<file path="config.mk">
export PLATFORM = sky130hd
export DESIGN_NAME = output_src_sequencer
export DESIGN_NICKNAME = d
export VERILOG_FILES = /design/src/rtl/output_src_sequencer_pkg.sv /design/src/rtl/output_src_sequencer_seq_timer.sv /design/src/rtl/output_src_sequencer.sv
export SDC_FILE = /design/constraint.sdc
export NUM_CORES = 1
export LEC_CHECK = 0
export CAP_MARGIN = 25
export CORE_MARGIN = 3
export CORE_UTILIZATION = 50
export CTS_CLUSTER_DIAMETER = 80
export DETAILED_ROUTE_END_ITERATION = 10
export PLACE_DENSITY = 0.7
export SKIP_LAST_GASP = 1
export SLEW_MARGIN = 30
export SYNTH_ARGS = -nofsm -noshare
export SYNTH_HDL_FRONTEND = slang
export SYNTH_SLANG_ARGS = --single-unit
</file>
<file path="constraint.sdc">
create_clock -name clk27 -period 2.9 [get_ports clk27]
set_input_delay 0.58 -clock clk27 [delete_from_list [all_inputs] [get_ports clk27]]
set_output_delay 0.58 -clock clk27 [all_outputs]
set_load 0.005 [all_outputs]
</file>
<file path="src/rtl/output_src_sequencer_pkg.sv">
// ---------------------------------------------------------------
// output_src_sequencer_pkg: shared state and source encodings, rev 1.0
// ---------------------------------------------------------------
`default_nettype none

package output_src_sequencer_pkg;

  // Encodings are mirrored by the CPU firmware; do not renumber.
  typedef enum logic [2:0] {
    IDLE      = 3'd0,
    BLANK     = 3'd1,
    SWITCH    = 3'd2,
    RST       = 3'd3,
    WAIT_LOCK = 3'd4,
    SETTLE    = 3'd5
  } seq_state_e;

  localparam logic SRC_SCANCONV = 1'b0;
  localparam logic SRC_VIDEOGEN = 1'b1;

endpackage

`default_nettype wire

</file>
<file path="src/rtl/output_src_sequencer_seq_timer.sv">
// ---------------------------------------------------------------
// output_src_sequencer_seq_timer: loadable down-counter with zero flag, rev 1.0
// ---------------------------------------------------------------
`default_nettype none

module output_src_sequencer_seq_timer #(
  parameter int             CW      = 16,
  parameter logic [CW-1:0]  RST_VAL = '0
) (
  input  logic          clk,
  input  logic          rst_n,
  input  logic          load,
  input  logic [CW-1:0] load_val,
  output logic          zero
);

  localparam logic [CW-1:0] ONE = {{(CW-1){1'b0}}, 1'b1};

  logic [CW-1:0] cnt_d;
  logic [CW-1:0] cnt_q;

  // Saturates at zero so an idle state never wraps the count.
  always_comb begin
    cnt_d = cnt_q;
    if (load) begin
      cnt_d = load_val;
    end else if (cnt_q != '0) begin
      cnt_d = cnt_q - ONE;
    end
  end

  always_ff @(posedge clk or negedge rst_n) begin
    if (!rst_n) begin
      cnt_q <= RST_VAL;
    end else begin
      cnt_q <= cnt_d;
    end
  end

  assign zero = (cnt_q == '0);

endmodule

`default_nettype wire

</file>
<file path="src/rtl/output_src_sequencer.sv">
// ---------------------------------------------------------------
// output_src_sequencer: glitch-free HDMI source switch sequencer, rev 1.0
// ---------------------------------------------------------------
`default_nettype none

module output_src_sequencer
  import output_src_sequencer_pkg::*;
#(
  parameter int CW            = 16,
  parameter int BLANK_CYCLES  = 2700,
  parameter int RST_CYCLES    = 270,
  parameter int SETTLE_CYCLES = 27000,
  parameter int LOCK_TIMEOUT  = 54000
) (
  input  logic clk27,
  input  logic reset_n,
  input  logic src_req,
  input  logic pll_locked,
  input  logic force_blank,
  output logic src_sel,
  output logic blank_out,
  output logic tx_rst_n,
  output logic busy,
  output logic switch_done,
  output logic lock_err
);

  localparam logic [CW-1:0] BLANK_LD  = CW'(BLANK_CYCLES - 1);
  localparam logic [CW-1:0] RST_LD    = CW'(RST_CYCLES - 1);
  localparam logic [CW-1:0] SETTLE_LD = CW'(SETTLE_CYCLES - 1);
  localparam logic [CW-1:0] LOCK_LD   = CW'(LOCK_TIMEOUT - 1);

  seq_state_e state_d, state_q;
  logic target_d, target_q;
  logic src_sel_d, src_sel_q;
  logic blank_d, blank_q;
  logic tx_rst_n_d, tx_rst_n_q;
  logic busy_d, busy_q;
  logic done_d, done_q;
  logic lock_err_d, lock_err_q;

  logic          timer_load;
  logic [CW-1:0] timer_val;
  logic          timer_zero;

  output_src_sequencer_seq_timer #(
    .CW      (CW),
    .RST_VAL (RST_LD)
  ) u_seq_timer (
    .clk      (clk27),
    .rst_n    (reset_n),
    .load     (timer_load),
    .load_val (timer_val),
    .zero     (timer_zero)
  );

  always_comb begin
    state_d    = state_q;
    target_d   = target_q;
    src_sel_d  = src_sel_q;
    blank_d    = 1'b1;
    tx_rst_n_d = tx_rst_n_q;
    done_d     = 1'b0;
    lock_err_d = 1'b0;
    timer_load = 1'b0;
    timer_val  = BLANK_LD;

    case (state_q)
      IDLE: begin
        tx_rst_n_d = 1'b1;
        blank_d    = force_blank;
        if (src_req != src_sel_q) begin
          target_d   = src_req;
          state_d    = BLANK;
          blank_d    = 1'b1;
          timer_load = 1'b1;
          timer_val  = BLANK_LD;
        end
      end
      BLANK: begin
        // A withdrawn request aborts before the mux has moved.
        if (src_req == src_sel_q) begin
          state_d = IDLE;
          blank_d = force_blank;
        end else if (timer_zero) begin
          state_d = SWITCH;
        end
      end
      SWITCH: begin
        src_sel_d  = target_q;
        tx_rst_n_d = 1'b0;
        state_d    = RST;
        timer_load = 1'b1;
        timer_val  = RST_LD;
      end
      RST: begin
        tx_rst_n_d = 1'b0;
        if (timer_zero) begin
          tx_rst_n_d = 1'b1;
          timer_load = 1'b1;
          if (target_q == SRC_SCANCONV) begin
            state_d   = WAIT_LOCK;
            timer_val = LOCK_LD;
          end else begin
            state_d   = SETTLE;
            timer_val = SETTLE_LD;
          end
        end
      end
      WAIT_LOCK: begin
        tx_rst_n_d = 1'b1;
        // Timeout still proceeds to SETTLE so the output never stays blanked.
        if (pll_locked || timer_zero) begin
          lock_err_d = !pll_locked;
          state_d    = SETTLE;
          timer_load = 1'b1;
          timer_val  = SETTLE_LD;
        end
      end
      SETTLE: begin
        tx_rst_n_d = 1'b1;
        if (timer_zero) begin
          state_d = IDLE;
          done_d  = 1'b1;
          blank_d = force_blank;
        end
      end
      default: begin
        state_d    = IDLE;
        tx_rst_n_d = 1'b1;
      end
    endcase

    busy_d = (state_d != IDLE);
  end

  always_ff @(posedge clk27 or negedge reset_n) begin
    if (!reset_n) begin
      state_q    <= RST;
      target_q   <= SRC_VIDEOGEN;
      src_sel_q  <= SRC_VIDEOGEN;
      blank_q    <= 1'b1;
      tx_rst_n_q <= 1'b0;
      busy_q     <= 1'b1;
      done_q     <= 1'b0;
      lock_err_q <= 1'b0;
    end else begin
      state_q    <= state_d;
      target_q   <= target_d;
      src_sel_q  <= src_sel_d;
      blank_q    <= blank_d;
      tx_rst_n_q <= tx_rst_n_d;
      busy_q     <= busy_d;
      done_q     <= done_d;
      lock_err_q <= lock_err_d;
    end
  end

  assign src_sel     = src_sel_q;
  assign blank_out   = blank_q;
  assign tx_rst_n    = tx_rst_n_q;
  assign busy        = busy_q;
  assign switch_done = done_q;
  assign lock_err    = lock_err_q;

endmodule

`default_nettype wire

</file>
==> out/metrics.cfg <==
[status]
run_status=finished clean

[clock_tree]
post-cts-setup-buffer-count=0
ctsRootBufferMaster=clkbuf_4
cts_tree=yes
cts_num_sinks=26
cts_resized=0
clock_path_buffers=2
insertion_delay_ps=320
htreeDepth=1
cts_hold_buf=0
cts-buffers-inserted=3
clkTransAtPathRegs_ps=130

[floorplanning]
rows=19
die-height_um=61.57
die_w_um=61.57
io_pins=11
die-area_um2=3791
start_util_pct=54.12
core_um2=2853

[logic_synthesis]
synth.top_cell.area_share_pct=25.93
ys_warn_count=0
synth_xor_area_share_pct=8.509
synthesis.area_um2=1544
synth_most_common_cell=nand2_1
synth.net_count=168
synthArstFlopShare_pct=100.0
synth_edf_count=0
yosysSeqAreaShare_pct=42.95
yosys_most_used_dff=dfrtp_1
yosys.area.top_type=dfrtp_1
synthAdderAreaFrac_pct=1.621
synth-compound-area-share_pct=17.75
yosysUniqueCellTypes=46
syn_area_per_cell_um2=9.590
yosys.area_share.simple_pct=25.93
synth.area.mux_share_pct=1.378
ys_ff_latch=26
synth.area.top_cells=dfrtp_1, dfstp_2, nand2_1, xnor2_1, o21ai_0
synthTopCellsByCount=nand2_1, dfrtp_1, o21ai_0
synth_top_family_by_area=simple AND/OR/NAND/NOR gates
synth_cells=161

[routing]
num_vias=1214
antenna_left=0
postRouteWirelength_um=3115
drc_errors=0
drtPass1Iterations=4
routed_via_density=5.951
wl_per_cell_um=15.27
drtIter0Drc=51

[sta]
fmax_mhz=445.2
rsz0062_at_grt=no
relSlewSlack_pct=66.67
min_period_over_period_pct=77.45
finClkSkew_ps=3.251
maxSlewViolCount=0
finalSetupViolCount=0
tightest_slew_ps=496.2
period_needed_ps=2246
setup_tns_ps=0
hold_viol_final=0

[setup_path]
startpoint_type=flop
worstSetupPathType=reg -> reg
path_max_fanout=10
critPathRequiredTime_ps=3170
cp_data_arrival_time_ps=2510
end_kind=flop

[power]
ir_drop_uv=672.2
power_density_nw_per_um2=916.9
leakage_uw=0.0006875

[place]
dpl.hpwl_um=2318
dp_cells=200
io_buffers=10
place_congestion=0.8157

[cells_and_area]
multi_input_area_um2=852.1
final_cells=204
fin_nets=181
final_util_pct=59.96
antenna_cells=0
area_growth_pct=10.78
drive_above_1_share_pct=14.45
fillers=247
register_area_um2=663.1

[grt]
grt_overflow=0
grt_usage_pct=19.60
grt_max_degree=27
grt_pass1_vias=1161
grt_pass1_wl_um=5499
antenna_found_initial=0

[min_path]
hold_class=reg -> reg

[job]
max_cap_violations=0

==> power breakdown <==
part	leakage, uW	total, uW	internal (uW)	switching [uW]
registers	0.000313	735	536	199
logic	0.000359	676	331	345
clock network	0.0000150	157	53.9	104
total	0.000688	1570	921	647
==> per-layer routing <==
metal  GRT usage [%]  vias up  wire length [um]
li1                -      607                 -
met1           28.50      566              1500
met2           29.00       32              1416
met3           2.725        9               125
met4           8.485        0                72
met5               0        -                 0
==> cells in the final DEF, fill, tap and decap left out, types with 2 or more instances in the layout <==
master / n
a21o_1: 2
a21oi_1: 12
a31oi_1: 2
buf_4: 3
clkbuf_4: 3
clkdlybuf4s50_1: 10
dfrtp_1: 16
dfstp_2: 10
ha_1: 2
inv_1: 2
nand2_1: 23
nand3_1: 3
nand4_1: 3
nor2_1: 11
nor2b_1: 3
nor3_1: 3
nor3b_1: 2
nor4_4: 2
o21ai_0: 14
o31a_1: 2
o31ai_1: 2
or3_1: 3
or4_1: 2
xnor2_1: 9
xor2_1: 6
==> worst paths after layout <==
kind                                 startpoint                     to  slack, ps  cells past startpoint
max                        u_seq_timer.cnt_q[0]   u_seq_timer.cnt_q[7]        650                      7
min                                    tx_rst_n               tx_rst_n        580                      2
max reg2reg                u_seq_timer.cnt_q[0]   u_seq_timer.cnt_q[7]        650                      7
min reg2reg                            tx_rst_n               tx_rst_n        580                      2
max in group asynchronous               reset_n             state_q[1]       1990                      2
min in group asynchronous               reset_n  u_seq_timer.cnt_q[10]        610                      2
==> state kept, by name, indices dropped and copies added (netlist names) <==
register,flops
blank_out,1
src_sel,1
lock_err,1
switch_done,1
tx_rst_n,1
u_seq_timer.cnt_q,16
target_q,1
busy,1
state_q,3
==> metrics by stage <==
stage                     power [uW]  cell area, um2  worst slack [ps]  hold WS (ps)
after floorplan                 1212            1544             907.6         284.4
after global placement          1399            1684             520.6         548.4
after detailed placement        1411            1684             418.2         554.4
after CTS                       1570            1710             661.6         585.0
after global routing            1705            1710             559.7         619.8
final                           1568            1710             653.8         581.5
==> critical path, cell delays in order (launching register included) <==
cell and delay, ps:
dfstp_2 400, inv_1 100, ha_1 200, nor4b_4 300, nand4_4 230, o221a_4 370
or4_1 480, nand3_1 110
==> area by class of cell <==
class                   instances  area share [%]
multi-input cells             128           49.82
flip-flops and latches         26           38.77
repair buffers                 13           7.169
well taps                      31           2.268
clock buffers                   4           1.536
inverters                       2          0.4389
==> cell families after synthesis <==
logic type,Yosys count
buffers and inverters,7
XOR/XNOR,15
adder cells (fa/ha/maj),2
flip-flops,26
multiplexers,2
AO/OA/AOI/OAI,43
AND/OR/NAND/NOR,66
Note: power is estimated with default switching activity, not from simulation.
